===== src/rtl/muldiv_defs_pkg.sv =====
// Shared encodings for the multiply/divide sequencer: instruction ops and FSM states.
package muldiv_defs_pkg;

  typedef enum logic [2:0] {
    OP_NONE  = 3'd0,
    OP_MULT  = 3'd1,
    OP_MULTU = 3'd2,
    OP_DIV   = 3'd3,
    OP_DIVU  = 3'd4,
    OP_MTHI  = 3'd5,
    OP_MTLO  = 3'd6
  } opE;

  typedef enum logic [1:0] {
    ST_IDLE  = 2'd0,
    ST_MUL   = 2'd1,
    ST_DIV   = 2'd2,
    ST_FIXUP = 2'd3
  } stateE;

  // Any encoding outside MULT..MTLO (including 3'b111) behaves as "no op".
  function automatic logic isValidOp(input logic [2:0] op);
    return (op >= 3'd1) && (op <= 3'd6);
  endfunction

  function automatic logic isSignedOp(input logic [2:0] op);
    return (op == OP_MULT) || (op == OP_DIV);
  endfunction

  function automatic logic isDivOp(input logic [2:0] op);
    return (op == OP_DIV) || (op == OP_DIVU);
  endfunction

endpackage


===== src/rtl/muldiv_iter_core.sv =====
// Datapath for the iterative multiply/divide: one 2*WIDTH working register shared by
// the shift-add multiplier ({hi,lo} product) and the restoring divider ({rem,quot}),
// plus the final sign correction of the result.
module muldiv_iter_core
  import muldiv_defs_pkg::*;
#(
  parameter int WIDTH = 32
) (
  input  logic             Clk,
  input  logic             Reset,
  input  logic             Load,
  input  logic             MulStep,
  input  logic             DivStep,
  input  logic             IsDiv,
  input  logic [WIDTH-1:0] MagA,
  input  logic [WIDTH-1:0] MagB,
  input  logic             NegQ,
  input  logic             NegR,
  output logic [WIDTH-1:0] ResHi,
  output logic [WIDTH-1:0] ResLo
);

  logic [2*WIDTH-1:0] acc;
  logic [WIDTH-1:0]   opB;
  logic               divMode;

  logic [WIDTH:0]     mulSum;
  logic [2*WIDTH-1:0] mulNext;
  logic [WIDTH:0]     remShift;
  logic [WIDTH:0]     remDiff;
  logic [2*WIDTH-1:0] divNext;
  logic [2*WIDTH-1:0] prodFinal;

  // Single shift-add and single restoring-divide step computed from the current state.
  always_comb begin
    // Multiply: add the multiplicand into the upper half when the LSB of the
    // multiplier is set, then shift the whole accumulator right by one.
    mulSum  = {1'b0, acc[2*WIDTH-1:WIDTH]} + (acc[0] ? {1'b0, opB} : '0);
    mulNext = {mulSum, acc[WIDTH-1:1]};
    // Divide: shift next dividend bit into the remainder and trial-subtract.
    // The remainder is always below the divisor, so remDiff[WIDTH] is set
    // exactly when the trial subtraction went negative.
    remShift = {acc[2*WIDTH-1:WIDTH], acc[WIDTH-1]};
    remDiff  = remShift - {1'b0, opB};
    if (remDiff[WIDTH]) begin
      divNext = {remShift[WIDTH-1:0], acc[WIDTH-2:0], 1'b0};
    end else begin
      divNext = {remDiff[WIDTH-1:0], acc[WIDTH-2:0], 1'b1};
    end
  end

  // Working registers: load operands on accept, then advance one step per cycle.
  always_ff @(posedge Clk or posedge Reset) begin
    // NOTE: sequential state uses non-blocking assignments so every register samples
    // pre-edge values; blocking here would create order-dependent simulation races.
    if (Reset) begin
      acc     <= '0;
      opB     <= '0;
      divMode <= 1'b0;
    end else if (Load) begin
      acc     <= {{WIDTH{1'b0}}, MagA};
      opB     <= MagB;
      divMode <= IsDiv;
    end else if (MulStep) begin
      acc <= mulNext;
    end else if (DivStep) begin
      acc <= divNext;
    end
  end

  // Sign correction applied to the magnitude result during the FIXUP cycle.
  always_comb begin
    prodFinal = NegQ ? -acc : acc;
    if (divMode) begin
      ResLo = NegQ ? -acc[WIDTH-1:0] : acc[WIDTH-1:0];
      ResHi = NegR ? -acc[2*WIDTH-1:WIDTH] : acc[2*WIDTH-1:WIDTH];
    end else begin
      ResLo = prodFinal[WIDTH-1:0];
      ResHi = prodFinal[2*WIDTH-1:WIDTH];
    end
  end

endmodule


===== src/rtl/muldiv_sequencer.sv =====
// HI/LO owner beside the EX-stage ALU: accepts MULT/MULTU/DIV/DIVU/MTHI/MTLO,
// sequences the iterative core, and stalls the pipeline on HI/LO or unit hazards.
module muldiv_sequencer
  import muldiv_defs_pkg::*;
#(
  parameter int WIDTH = 32,
  parameter int CNT_W = 6
) (
  input  logic             Clk,
  input  logic             Reset,
  input  logic             StartValid,
  input  logic [2:0]       Op,
  input  logic [WIDTH-1:0] OperandA,
  input  logic [WIDTH-1:0] OperandB,
  input  logic             HiLoRead,
  input  logic             Cancel,
  output logic             Stall,
  output logic             Busy,
  output logic [WIDTH-1:0] Hi,
  output logic [WIDTH-1:0] Lo,
  output logic             DivByZero
);

  stateE            state;
  stateE            nextState;
  logic [CNT_W-1:0] cnt;
  logic             negQ;
  logic             negR;
  logic [WIDTH-1:0] hiReg;
  logic [WIDTH-1:0] loReg;
  logic             busyReg;
  logic             dbzReg;

  logic             reqValid;
  logic             accept;
  logic             lastIter;
  logic             signedOp;
  logic [WIDTH-1:0] magA;
  logic [WIDTH-1:0] magB;
  logic             coreLoad;
  logic             mulStep;
  logic             divStep;
  logic             hiWe;
  logic             loWe;
  logic [WIDTH-1:0] hiNext;
  logic [WIDTH-1:0] loNext;
  logic             dbzNext;
  logic [WIDTH-1:0] resHi;
  logic [WIDTH-1:0] resLo;

  assign reqValid = StartValid & isValidOp(Op);
  assign accept   = reqValid & ~Cancel;
  assign lastIter = (cnt == CNT_W'(WIDTH - 1));
  assign signedOp = isSignedOp(Op);
  assign magA     = (signedOp && OperandA[WIDTH-1]) ? -OperandA : OperandA;
  assign magB     = (signedOp && OperandB[WIDTH-1]) ? -OperandB : OperandB;

  muldiv_iter_core #(
    .WIDTH (WIDTH)
  ) u_core (
    .Clk     (Clk),
    .Reset   (Reset),
    .Load    (coreLoad),
    .MulStep (mulStep),
    .DivStep (divStep),
    .IsDiv   (isDivOp(Op)),
    .MagA    (magA),
    .MagB    (magB),
    .NegQ    (negQ),
    .NegR    (negR),
    .ResHi   (resHi),
    .ResLo   (resLo)
  );

  // Next-state and datapath control; Cancel aborts any sequence without writing HI/LO.
  always_comb begin
    // NOTE: every signal gets a default before the case so no path leaves it
    // unassigned, which would otherwise infer a latch.
    nextState = state;
    coreLoad  = 1'b0;
    mulStep   = 1'b0;
    divStep   = 1'b0;
    hiWe      = 1'b0;
    loWe      = 1'b0;
    hiNext    = OperandA;
    loNext    = OperandA;
    dbzNext   = 1'b0;
    case (state)
      ST_IDLE: begin
        if (accept) begin
          case (Op)
            OP_MTHI: hiWe = 1'b1;
            OP_MTLO: loWe = 1'b1;
            OP_MULT, OP_MULTU: begin
              coreLoad  = 1'b1;
              nextState = ST_MUL;
            end
            OP_DIV, OP_DIVU: begin
              if (OperandB == '0) begin
                dbzNext = 1'b1;
              end else begin
                coreLoad  = 1'b1;
                nextState = ST_DIV;
              end
            end
            default: ;
          endcase
        end
      end
      ST_MUL: begin
        if (Cancel) begin
          nextState = ST_IDLE;
        end else begin
          mulStep = 1'b1;
          if (lastIter) nextState = ST_FIXUP;
        end
      end
      ST_DIV: begin
        if (Cancel) begin
          nextState = ST_IDLE;
        end else begin
          divStep = 1'b1;
          if (lastIter) nextState = ST_FIXUP;
        end
      end
      ST_FIXUP: begin
        nextState = ST_IDLE;
        if (!Cancel) begin
          hiWe   = 1'b1;
          loWe   = 1'b1;
          hiNext = resHi;
          loNext = resLo;
        end
      end
      default: nextState = ST_IDLE;
    endcase
  end

  // FSM state, iteration counter, sign flags and registered status outputs.
  always_ff @(posedge Clk or posedge Reset) begin
    if (Reset) begin
      state   <= ST_IDLE;
      cnt     <= '0;
      negQ    <= 1'b0;
      negR    <= 1'b0;
      busyReg <= 1'b0;
      dbzReg  <= 1'b0;
    end else begin
      state   <= nextState;
      busyReg <= (nextState != ST_IDLE);
      dbzReg  <= dbzNext;
      if (coreLoad) begin
        cnt  <= '0;
        negQ <= signedOp & (OperandA[WIDTH-1] ^ OperandB[WIDTH-1]);
        negR <= signedOp & OperandA[WIDTH-1];
      end else if (mulStep || divStep) begin
        cnt <= cnt + 1'b1;
      end
    end
  end

  // Architectural HI/LO registers, written by MTHI/MTLO or by FIXUP.
  always_ff @(posedge Clk or posedge Reset) begin
    if (Reset) begin
      hiReg <= '0;
      loReg <= '0;
    end else begin
      if (hiWe) hiReg <= hiNext;
      if (loWe) loReg <= loNext;
    end
  end

  assign Hi        = hiReg;
  assign Lo        = loReg;
  assign Busy      = busyReg;
  assign DivByZero = dbzReg;
  assign Stall     = busyReg & ~Cancel & (HiLoRead | reqValid);

endmodule


===== config.mk =====
export PLATFORM = sky130hd
export DESIGN_NAME = muldiv_sequencer
export DESIGN_NICKNAME = d
export VERILOG_FILES = /design/src/rtl/muldiv_defs_pkg.sv /design/src/rtl/muldiv_iter_core.sv /design/src/rtl/muldiv_sequencer.sv
export SDC_FILE = /design/constraint.sdc
export NUM_CORES = 1
export LEC_CHECK = 0
export ABC_CLOCK_PERIOD_IN_PS = 4300
export BUFFER_PORTS_ARGS = -buffer_cell sky130_fd_sc_hd__buf_4
export CAP_MARGIN = 5
export CORE_ASPECT_RATIO = 1.75
export CORE_MARGIN = 2
export CORE_UTILIZATION = 34
export CTS_CLUSTER_DIAMETER = 100
export DETAILED_ROUTE_END_ITERATION = 10
export REMOVE_ABC_BUFFERS = 1
export SYNTH_ARGS = -nofsm -noshare
export SYNTH_HDL_FRONTEND = slang
export SYNTH_HIERARCHICAL = 1
export SYNTH_SLANG_ARGS = --single-unit

===== constraint.sdc =====
create_clock -name Clk -period 4.3 [get_ports Clk]
set_input_delay 0.43 -clock Clk [delete_from_list [all_inputs] [get_ports Clk]]
set_output_delay 0.43 -clock Clk [all_outputs]
set_load 0.005 [all_outputs]

==> results by group <==
Synth
  – Xor/xnor share of the synthesized area: 10.38%
  – Compound-Gate Fraction of Synth Area: approximately 25%
  – Share of the synthesized area in the top cell type: between 20 and 30%
  – Post-synthesis mux area share: 3.571%
  – Async SR Flop Fraction: 100.0%
  – Leading area contributor after synthesis: dfrtp_1
  – Post-synth top flop: dfrtp_1
  – Top post-synthesis cells by count: 260 x a21oi_1, 236 x nor2_1, 173 x dfrtp_1, 154 x nand2_1, 153 x o21ai_0
  – Top-count cell post-synth: a21oi_1
  – Synth Area in Simple Gates: 20.95%
  – Register bit count reported by yosys: 173
  – Post-Syn Instances: 1885
  – Post-Synth Adder-Cell Area: under 10%
  – Synthesized area per cell: 7.789 sq um
  – Mapped Area: 14680 sq um
  – Main combinational cell family by area after synthesis: compound AO/OA/AOI/OAI gates
  – Dominant cells by area after synthesis: dfrtp_1 29%, a21oi_1 8.9%, xnor2_1 6.9%
  – Synth warnings: 6
  – Sequential-to-total area share from yosys stat: 29.48%
  – Synth unique cells: 75
  – Post-synth EDFFs: 0

STA
  – Worst-margin pin slew: 1.209 ns
  – Setup Viol. Count Final: 0
  – Fin crit share: 87.66%
  – Setup TNS: 0 ns
  – Max Slew Vio Count: 0
  – Hold Violations, Final: 0
  – Fmax: 265.3 MHz
  – Max transition margin: 19.34%
  – Final Critical Period: approximately 3.8 ns
  – Unrepaired setup endpoints after global routing: no
  – Worst Clk Skew: 0.01025 ns

Setup path
  – Slowest cell on the critical path: dfrtp_1
  – Nature of the critical path startpoint: register
  – Worst-path fanout max: 9
  – Worst R2R Path Depth: 12
  – Critical path origin: u_core/acc[0]$_DFFE_PP0P_
  – Gate family responsible for the most delay along the worst path: simple AND/OR/NAND/NOR gates
  – CP bufs+invs: 1
  – Critical path depth: 12
  – WS Path Type: register to register
  – Worst setup EP type: register
  – Worst Path Arrival: 4.16 ns
  – R2R Setup Slk: about 0.53 ns
  – Crit path cell chain: inv_1 -> ha_1 -> nand4b_1 -> or2_1 -> or3_1 -> or3_4 -> or2_4 -> o21ai_0 -> o21ai_0 -> xor2_1 -> a21oi_1 -> a21oi_1
  – Worst r2r dst: Hi[6]$_DFFE_PP0P_
  – CP peak stage delay: approximately 0.46 ns
  – WP data required: 4.69 ns
  – Critical Path End: Hi[6]$_DFFE_PP0P_
  – R2R Path Start: u_core/acc[0]$_DFFE_PP0P_

Pwr
  – PwrDens: just over 700 nW/um^2
  – Total power: 12.40 mW
  – Leakage power: 7.398 nW
  – Maximum vdd drop: 0.0003454 V

Clocking
  – Clock buffer count from CTS: 17
  – CTS clk-pin slew, worst paths: 0.07 ns
  – CTS Buffer Depth: 2
  – Post-CTS sizing: 0
  – Post-CTS Setup Bufs: 0
  – Clock net sink count: between 150 and 200
  – CTS Root Cell: clkbuf_16
  – Skew-Pair Late Insertion Delay: 0.46 ns
  – H-tree levels: 4
  – TritonCTS clock tree: yes
  – Cts hold-fix bufs: 0

Drt
  – Post-Route WL: 51190 um
  – Avg WL per Cell: slightly below 20 um
  – Routed Antenna Nets: 0
  – Post-route DRC: 0
  – DR pass1 iterations: 5
  – Vias/cell: 5.574
  – Via count: 14340
  – Initial drt markers: 817

Global routing
  – GRT met1 Usage: 22.97%
  – M2 GR Usage: 42.58%
  – Number of global-route vias before repair: 14350
  – Largest net degree at the start of global routing: 83
  – GRT busiest layer: met2
  – Overall Global Routing Usage: a little under a quarter
  – First-pass GRT wire length: 78690 um
  – GRT met3 Usage: 2.496%
  – Initial antenna violation count: 0
  – Total gr overflow: 0

Floorplan
  – Row count: 100
  – Top-level I/O count: 139
  – Core area: 42540 sq um
  – Die ar.: approximately 45000 sq um
  – Initial core utilization: about a third
  – Die Height: 278.9 um
  – Die W: about 160 um

Run status
  – Status: completed

Final layout
  – Ant diodes: 0
  – Finished Cell Area: 17080 sq um
  – Nets: roughly 2100
  – Area Growth Syn to Fin: 16.30%
  – Final core occ: 40.14%
  – Layout cell share with drive strength beyond 1: 12.92%

Placement
  – Hpwl dp: 40540 um
  – Port bufs: 138
  – Placed cell area: 16520 sq um
  – GP Congestion: ~0.96

Hold path
  – Worst min path class: input port to async pin

Job
  – Max-cap violations: 0
metal layers:
layer	part of all wire, %	routed length [um]
met4	6.9	3530
met2	53	27110
met1	37	18750
met3	3.5	1802
met5	0	0
final cells by class:
cell class / count / area [sq um]
multi-input combinational: 1550 / 9774
inverter: 65 / 247.7
fill: 4416 / 25460
timing repair buffer: 192 / 1466
tap: 561 / 701.9
clock buffer: 21 / 470.5
clock inverter: 11 / 86.33
sequential: 173 / 4329
stage by stage:
| step | hold WS (ns) | setup slack (ns) | std cells |
|---|---|---|---|
| 2_1_floorplan | 0.4993 | -4.079 | 1788 |
| 3_3_place_gp | 0.5126 | 0.6352 | 2541 |
| 3_5_place_dp | 0.5214 | 0.6046 | 2541 |
| 4_1_cts | 0.07147 | 0.5853 | 2573 |
| 5_1_grt | 0.1176 | 0.3468 | 2573 |
| 6_report | 0.05560 | 0.5305 | 2573 |
sequential cells by signal (all words and copies together) (netlist names), 2 cells and up:
name	cells
Hi	32
u_core/opB	32
state	2
Lo	32
cnt	6
u_core/acc	64
report_power, final:
group | switching (mW) | leakage [nW] | internal (mW)
sequential | 0.707 | 2.16 | 2.32
combinational | 4.64 | 4.98 | 3.24
clock | 0.714 | 0.258 | 0.789
worst min-delay path by stage:
stage / from / endpoint / slack, ns
2_1_floorplan: u_core/opB[0]$_DFFE_PP0P_ / u_core/opB[0]$_DFFE_PP0P_ / 0.50
3_3_place_gp: Lo[15]$_DFFE_PP0P_ / Lo[15]$_DFFE_PP0P_ / 0.51
3_5_place_dp: Lo[18]$_DFFE_PP0P_ / Lo[18]$_DFFE_PP0P_ / 0.52
4_1_cts: Reset / Hi[27]$_DFFE_PP0P_ / 0.07
5_1_grt: Reset / Hi[27]$_DFFE_PP0P_ / 0.12
6_report: Reset / Hi[27]$_DFFE_PP0P_ / 0.06
cells in the final DEF, fill, tap and decap left out, drive strengths merged, types with 25 or more instances in the layout:
master,count
o21ai,157
mux2i,49
a21oi,260
nor3,28
nand3,32
nand2,156
xor2,58
nor2b,46
or3,25
buf,192
ha,73
dfrtp,173
o31ai,28
nor2,236
xnor2,116
inv,66
a21o,34
kinds of logic after synthesis:
family	Yosys count
simple gates	640
xor+xnor	174
flops	173
mux	52
compound gates	609
buf+inv	162
fa+ha+maj	75
worst register-to-register path, delay by kind of cell, from the launching register on:
family	cells	cell delay [ns]
simple gates	5	1.56
compound gates	4	0.77
flops	1	0.46
fa+ha+maj	1	0.33
buf+inv	1	0.31
xor+xnor	1	0.28
Note: power is estimated with default switching activity, not from simulation.
